<file path="src/rtl/attention_score_stream_int.sv">
// Streaming MX-int attention scores: buffers K^T columns, computes one column dot product per
// cycle for each accepted Q row, then aligns the row to one shared exponent for the softmax.
module attention_score_stream_int #(
    parameter int S_KV        = 4,
    parameter int D_KQ        = 8,
    parameter int K           = 2,
    parameter int BIT_WIDTH   = 8,
    parameter int OUT_WIDTH   = 16,
    parameter int SCALE_WIDTH = 8,
    parameter int CAUSAL      = 0
) (
    input  logic                                i_clk,
    input  logic                                i_rst_n,
    input  logic                                i_kt_valid,
    output logic                                o_kt_ready,
    input  logic [D_KQ*BIT_WIDTH-1:0]           i_kt_col,
    input  logic [(D_KQ/K)*SCALE_WIDTH-1:0]     i_s_kt,
    input  logic                                i_kt_clear,
    input  logic                                i_q_valid,
    output logic                                o_q_ready,
    input  logic [D_KQ*BIT_WIDTH-1:0]           i_q,
    input  logic [(D_KQ/K)*SCALE_WIDTH-1:0]     i_s_q,
    input  logic [$clog2(S_KV):0]               i_q_pos,
    output logic                                o_score_valid,
    input  logic                                i_score_ready,
    output logic [S_KV*OUT_WIDTH-1:0]           o_score,
    output logic [SCALE_WIDTH-1:0]              o_score_exp
);

    localparam int NB      = D_KQ / K;
    localparam int AW      = 2 * BIT_WIDTH + $clog2(D_KQ);
    localparam int EW      = SCALE_WIDTH + 1;
    localparam int CW      = (S_KV > 1) ? $clog2(S_KV) : 1;
    localparam int PW      = $clog2(S_KV) + 1;
    localparam int HALF    = $clog2(D_KQ) / 2;
    localparam int EXP_MAX = (2 ** SCALE_WIDTH) - 1;

    localparam logic [CW-1:0]        LAST     = CW'(S_KV - 1);
    localparam logic signed [AW-1:0] SAT_MAX  = AW'((2 ** (OUT_WIDTH - 1)) - 1);
    localparam logic signed [AW-1:0] SAT_MIN  = ~SAT_MAX;
    localparam logic [OUT_WIDTH-1:0] MASK_VAL = {1'b1, {(OUT_WIDTH-1){1'b0}}};

    typedef enum logic [2:0] {
        ST_LOAD,
        ST_READY,
        ST_SCORE,
        ST_ALIGN,
        ST_OUT
    } state_t;

    state_t state, next_state;

    logic [CW-1:0]                   cnt;
    logic [D_KQ*BIT_WIDTH-1:0]       kt_buf      [S_KV];
    logic [NB*SCALE_WIDTH-1:0]       kts_buf     [S_KV];
    logic signed [AW-1:0]            acc_buf     [S_KV];
    logic [EW-1:0]                   col_exp_buf [S_KV];
    logic [D_KQ*BIT_WIDTH-1:0]       q_row;
    logic [NB*SCALE_WIDTH-1:0]       q_scale;
    logic [S_KV-1:0]                 mask;
    logic [S_KV-1:0]                 new_mask;
    logic [S_KV*OUT_WIDTH-1:0]       score_reg;
    logic [SCALE_WIDTH-1:0]          exp_reg;

    logic [D_KQ*BIT_WIDTH-1:0]       kt_sel;
    logic [NB*SCALE_WIDTH-1:0]       kts_sel;
    logic signed [AW-1:0]            blk_sum [NB];
    logic [EW-1:0]                   blk_exp [NB];
    logic [EW-1:0]                   col_exp;
    logic signed [AW-1:0]            col_acc;
    logic [EW-1:0]                   row_exp;
    logic [S_KV*OUT_WIDTH-1:0]       aligned;
    logic [SCALE_WIDTH-1:0]          exp_clamped;

    // Shifts past the accumulator width collapse to the sign fill (0 or -1).
    function automatic logic signed [AW-1:0] asr(input logic signed [AW-1:0] v,
                                                 input logic [EW-1:0] sh);
        if (sh >= EW'(AW)) begin
            return v[AW-1] ? '1 : '0;
        end
        return v >>> sh;
    endfunction

    function automatic logic [OUT_WIDTH-1:0] sat(input logic signed [AW-1:0] v);
        if (v > SAT_MAX) begin
            return SAT_MAX[OUT_WIDTH-1:0];
        end
        if (v < SAT_MIN) begin
            return SAT_MIN[OUT_WIDTH-1:0];
        end
        return v[OUT_WIDTH-1:0];
    endfunction

    always_ff @(posedge i_clk or negedge i_rst_n) begin
        if (!i_rst_n) begin
            state <= ST_LOAD;
        end else begin
            state <= next_state;
        end
    end

    always_comb begin
        next_state    = state;
        o_kt_ready    = 1'b0;
        o_q_ready     = 1'b0;
        o_score_valid = 1'b0;
        case (state)
            ST_LOAD: begin
                o_kt_ready = 1'b1;
                if (i_kt_valid && cnt == LAST) begin
                    next_state = ST_READY;
                end
            end
            ST_READY: begin
                o_q_ready = 1'b1;
                if (i_kt_clear) begin
                    next_state = ST_LOAD;
                end else if (i_q_valid) begin
                    next_state = ST_SCORE;
                end
            end
            ST_SCORE: begin
                if (cnt == LAST) begin
                    next_state = ST_ALIGN;
                end
            end
            ST_ALIGN: begin
                next_state = ST_OUT;
            end
            ST_OUT: begin
                o_score_valid = 1'b1;
                if (i_score_ready) begin
                    next_state = ST_READY;
                end
            end
            default: next_state = ST_LOAD;
        endcase
    end

    assign kt_sel  = kt_buf[cnt];
    assign kts_sel = kts_buf[cnt];

    // Column j of the score: per-block sums aligned to the largest block exponent.
    always_comb begin
        col_exp = '0;
        col_acc = '0;
        for (int unsigned b = 0; b < NB; b++) begin
            blk_sum[b] = '0;
            for (int unsigned k = 0; k < K; k++) begin
                blk_sum[b] = blk_sum[b] + AW'($signed(q_row[(b*K+k)*BIT_WIDTH +: BIT_WIDTH])
                                            * $signed(kt_sel[(b*K+k)*BIT_WIDTH +: BIT_WIDTH]));
            end
            blk_exp[b] = EW'(q_scale[b*SCALE_WIDTH +: SCALE_WIDTH])
                       + EW'(kts_sel[b*SCALE_WIDTH +: SCALE_WIDTH]);
            if (blk_exp[b] > col_exp) begin
                col_exp = blk_exp[b];
            end
        end
        for (int unsigned b = 0; b < NB; b++) begin
            col_acc = col_acc + asr(blk_sum[b], col_exp - blk_exp[b]);
        end
    end

    always_comb begin
        new_mask = '0;
        for (int unsigned j = 0; j < S_KV; j++) begin
            if (CAUSAL != 0 && i_q_pos < PW'(S_KV - 1) && PW'(j) > i_q_pos) begin
                new_mask[j] = 1'b1;
            end
        end
    end

    // Masked columns are excluded from the row exponent; column 0 is never masked.
    always_comb begin
        row_exp     = '0;
        aligned     = '0;
        exp_clamped = '0;
        for (int unsigned j = 0; j < S_KV; j++) begin
            if (!mask[j] && col_exp_buf[j] > row_exp) begin
                row_exp = col_exp_buf[j];
            end
        end
        for (int unsigned j = 0; j < S_KV; j++) begin
            aligned[j*OUT_WIDTH +: OUT_WIDTH] = mask[j] ? MASK_VAL
                                              : sat(asr(acc_buf[j], row_exp - col_exp_buf[j]));
        end
        if (row_exp < EW'(HALF)) begin
            exp_clamped = '0;
        end else if (row_exp - EW'(HALF) > EW'(EXP_MAX)) begin
            exp_clamped = '1;
        end else begin
            exp_clamped = SCALE_WIDTH'(row_exp - EW'(HALF));
        end
    end

    always_ff @(posedge i_clk or negedge i_rst_n) begin
        if (!i_rst_n) begin
            cnt       <= '0;
            q_row     <= '0;
            q_scale   <= '0;
            mask      <= '0;
            score_reg <= '0;
            exp_reg   <= '0;
            for (int unsigned j = 0; j < S_KV; j++) begin
                kt_buf[j]      <= '0;
                kts_buf[j]     <= '0;
                acc_buf[j]     <= '0;
                col_exp_buf[j] <= '0;
            end
        end else begin
            case (state)
                ST_LOAD: begin
                    if (i_kt_valid) begin
                        kt_buf[cnt]  <= i_kt_col;
                        kts_buf[cnt] <= i_s_kt;
                        cnt          <= (cnt == LAST) ? '0 : cnt + CW'(1);
                    end
                end
                ST_READY: begin
                    if (i_kt_clear) begin
                        cnt <= '0;
                    end else if (i_q_valid) begin
                        q_row   <= i_q;
                        q_scale <= i_s_q;
                        mask    <= new_mask;
                        cnt     <= '0;
                    end
                end
                ST_SCORE: begin
                    acc_buf[cnt]     <= col_acc;
                    col_exp_buf[cnt] <= col_exp;
                    cnt              <= (cnt == LAST) ? '0 : cnt + CW'(1);
                end
                ST_ALIGN: begin
                    score_reg <= aligned;
                    exp_reg   <= exp_clamped;
                end
                default: ;
            endcase
        end
    end

    assign o_score     = score_reg;
    assign o_score_exp = exp_reg;

endmodule

</file>
<file path="config.mk">
export PLATFORM = sky130hd
export DESIGN_NAME = attention_score_stream_int
export DESIGN_NICKNAME = d
export VERILOG_FILES = /design/src/rtl/attention_score_stream_int.sv
export SDC_FILE = /design/constraint.sdc
export NUM_CORES = 2
export LEC_CHECK = 0
export CAP_MARGIN = 20
export CELL_PAD_IN_SITES_DETAIL_PLACEMENT = 0
export CELL_PAD_IN_SITES_GLOBAL_PLACEMENT = 2
export CORE_MARGIN = 2
export CORE_UTILIZATION = 42
export DETAILED_ROUTE_END_ITERATION = 8
export GPL_TIMING_DRIVEN = 0
export PLACE_DENSITY = 0.94
export REMOVE_ABC_BUFFERS = 1
export SETUP_SLACK_MARGIN = 0.3
export SKIP_CTS_REPAIR_TIMING = 1
export SLEW_MARGIN = 20
export SYNTH_ARGS = -nofsm -noshare
export SYNTH_HDL_FRONTEND = slang
export SYNTH_SLANG_ARGS = --single-unit
</file>
<file path="constraint.sdc">
create_clock -name i_clk -period 18.8 [get_ports i_clk]
set_clock_uncertainty 0.2 [all_clocks]
set_input_delay 3.76 -clock i_clk [delete_from_list [all_inputs] [get_ports i_clk]]
set_output_delay 3.76 -clock i_clk [all_outputs]
set_load 0.005 [all_outputs]
</file>
==> impl_summary.md <==
Finish
The number of diodes is 0. The number of nets at the end of the flow is 7768. The most frequent standard cell in the layout excluding fill and tap cells is sky130_fd_sc_hd__inv_1. The top cell types in the final layout, fill and taps aside, are sky130_fd_sc_hd__inv_1 (830), sky130_fd_sc_hd__dfrtp_1 (667), sky130_fd_sc_hd__fa_1 (615).

The final design area excluding fillers is 0.07297 sq mm. The utilization after layout is a little under half. The fraction of final layout cells with drive strength greater than 1 is 14.82%. Relative to the synthesized area, the layout overhead comes to 13.31%. The layout has 14.20k filler cells.

GRT
The number of antenna violations at the first check in global routing is 8. Global routing used 21.62% of the available tracks. Entering global routing, the biggest net connects 99 pins. The number of global-route vias before repair was 48.37k. Global routing finished with a remaining overflow of 0. The first global-routing pass estimated 269.9 mm of wire.

STA
The number of max-slew violations in the final report is 0. Headroom to the max-slew limit came out at between 20 and 25%. Setup repair after global routing could not meet its margin everywhere.

For this run, the top clock speed supported by timing is 57.03 MHz. Of the available clock period, the critical path in the final layout requires 93.27%. The aggregate negative setup slack is 0 ns. The worst slack on hold paths is about 0.26 ns.

For the pin with the worst max-slew slack, the measured transition is roughly 1.1 ns. Setup violations remaining at the end of the flow were counted as 0. The final critical delay including setup and external delays is 17.54 ns. The count of final hold-check violations came to 0.

Detailed routing
After detailed routing, the number of remaining DRC violations is 0. The uppermost layer routed is met5. In this run, the number of DRC markers left after iteration 0 of detailed routing was 2613. Summed over all nets, wire length on met2 after detailed routing comes to 82.42 mm.

Detailed routing placed a total of between 6 and 7 mm of wire on met3. The post-detailed-route via-to-cell ratio is 5.400. The met1 layer wirelength in the final routing is 74.50 mm. The average wire per standard cell is 19.39 um. The first-pass iteration count of the detailed router is 5.

Detailed routing inserted a total of 46.74k vias. The remaining antenna violation count after routing is 0. The aggregate routed wire length is 167.8 mm.

Synthesis
For this run, the leading register cell type out of synthesis is sky130_fd_sc_hd__dfrtp_1. The synthesized design contains about 670 register bits. The number of warnings issued by yosys is 0.

The netlist uses 93 different library cells. The async set-reset flop share out of synthesis is 100.0%. The cell count after synthesis is approximately 6.4k. Summing every instance area after synthesis gives 0.06440 sq mm. The post-synthesis average cell area is 10.09 sq um. For this run, the register share of the synthesized area comes to 25.99%. Counting flops with a built-in enable in the synthesized netlist gives 0.

Floorplan
The floorplan die width is 395.6 um. The total I/O pin count is 276. The initialized floorplan defines 143 standard-cell rows. The die boundary height is 395.6 um.

Once the floorplan was initialized, standard cells occupied ~42% of the core. The core region area is 0.1521 sq mm. The die covers roughly 0.16 sq mm.

Setup path
In this run the critical register-to-register path is launched from cnt[0]$_DFFE_PN0P_. In this design, the stage delay of the slowest critical-path cell is 0.68 ns. The worst setup path is captured at a flop. The required time of the critical path is between 15 and 20 ns. The slowest stage of the critical path belongs to the cell sky130_fd_sc_hd__o31ai_2. STA classifies the critical path startpoint as a flop. The worst endpoint data arrival time is 17.83 ns.

The maximum fanout along the worst path is 28. Tracing the worst setup path back leads to its startpoint at cnt[0]$_DFFE_PN0P_. The category of the most critical setup path is reg2reg.

Placement
The post-detailed-placement cell area is between 0.06 and 0.07 sq mm. At the end of routability-driven placement, the weighted congestion stood at 0.9057. Summed over all nets, the half-perimeter wirelength after detailed placement is ~130 mm. The number of I/O port buffers is 272.

Clock network
Clock tree synthesis found a total of 669 sinks. The tree is rooted in a sky130_fd_sc_hd__clkbuf_16. The buffer levels on the longest clock path is 3. The CTS buffer count is 80.

The clock tree from TritonCTS is yes. The clock latency reported for the late side of the worst-skew pair is approximately 0.71 ns. In this run the number of H-tree levels came out at 3. After clock tree synthesis, the clock-pin slew on the worst setup and hold paths is ~0.060 ns.

Outcome
The run finished with clean final reports.

Worst hold path
The min-delay analysis places its worst path in the category reg2reg. The start point of the worst hold path is o_score_exp[2]$_DFFE_PN0P_.

Flow run
The tool flagged a number of max-cap violations equal to 0.
==> final timing paths <==
path | endpoint | slack, ns | cells after the start
worst max-delay path | acc_buf[15]$_DFFE_PN0P_ | 1.26 | 70
worst max register to register | acc_buf[15]$_DFFE_PN0P_ | 1.26 | 70
worst min register to register | o_score_exp[2]$_DFFE_PN0P_ | 0.26 | 2
max in group asynchronous | kt_buf[6]$_DFFE_PN0P_ | 13.31 | 5
worst min-delay path | o_score_exp[2]$_DFFE_PN0P_ | 0.26 | 2
min in group asynchronous | o_score[37]$_DFFE_PN0P_ | 2.84 | 1
==> synth_stat cells (all sizes together), types with 68 or more instances <==
| master | instances | area share (%) |
|---|---|---|
| nor2 | 317 | 1.8 |
| xnor2 | 134 | 1.8 |
| a21oi | 263 | 2.0 |
| nand3 | 68 | 0.53 |
| ha | 387 | 7.5 |
| nand2 | 554 | 3.2 |
| clkbuf | 180 | 1.0 |
| dfrtp | 669 | 26 |
| mux2 | 540 | 9.4 |
| mux4 | 123 | 4.3 |
| nor3 | 80 | 0.63 |
| o21ai | 306 | 2.4 |
| buf | 71 | 0.45 |
| mux2i | 175 | 2.7 |
| fa | 619 | 19 |
| and2 | 308 | 3.0 |
| inv | 831 | 4.8 |
==> sequential cells by signal, summed over array words and instances, names as in the netlist, 3 cells and up <==
| signal | cells |
|---|---|
| kt_buf | 256 |
| o_score | 64 |
| col_exp_buf | 36 |
| o_score_exp | 8 |
| acc_buf | 76 |
| q_scale | 32 |
| q_row | 64 |
| state | 3 |
| kts_buf | 128 |
==> through the flow <==
stage          worst slack [ns]  cells
3_3_place_gp             -15.92   8436
5_1_grt                  0.2699   8655
2_1_floorplan           0.06123   6134
4_1_cts                  -1.128   8641
6_report                  1.265   8655
3_5_place_dp             -1.083   8495
==> layout make-up <==
cell class	count	area (sq um)	area share [%]
Timing Repair Buffer	345	3770	5.166
Multi-Input combinational cell	4630	43980	60.26
Inverter	835	3134	4.295
Clock buffer	108	2288	3.136
Clock inverter	38	515.5	0.7064
Tap cell	2030	2540	3.481
Sequential cell	669	16750	22.95
==> cell families (layout without fill, tap and decap cells) <==
| logic type | after synthesis | after routing | synth area share (%) |
|---|---|---|---|
| buffers and inverters | 1086 | 1326 | 6.363 |
| adder cells (fa/ha/maj) | 1006 | 1006 | 26.76 |
| XOR/XNOR | 190 | 190 | 2.605 |
| AND/OR/NAND/NOR | 1561 | 1561 | 11.64 |
| AO/OA/AOI/OAI | 1035 | 1035 | 10.16 |
| multiplexers | 838 | 838 | 16.47 |
| flip-flops | 669 | 669 | 25.99 |
==> metal layers <==
metal | track usage, % | up-vias
li1 | - | 21990
met1 | 28.94 | 23630
met2 | 36.71 | 891
met3 | 2.737 | 228
met4 | 6.267 | 8
met5 | 0 | -
==> critical path: cells and delay by family (launching register included) <==
family | cells | cell delay (ns)
AOI/OAI and AO/OA | 37 | 8.19
and+or+nand+nor | 9 | 1.48
muxes | 6 | 2.18
buffers and inverters | 7 | 1.06
xor gates and xnor gates | 1 | 0.25
adders and majority gates | 10 | 3.32
DFF | 1 | 0.53
Power is left out: the tool's default activity adds up to more than one toggle a clock period on the data nets, which glitch-free logic cannot reach.
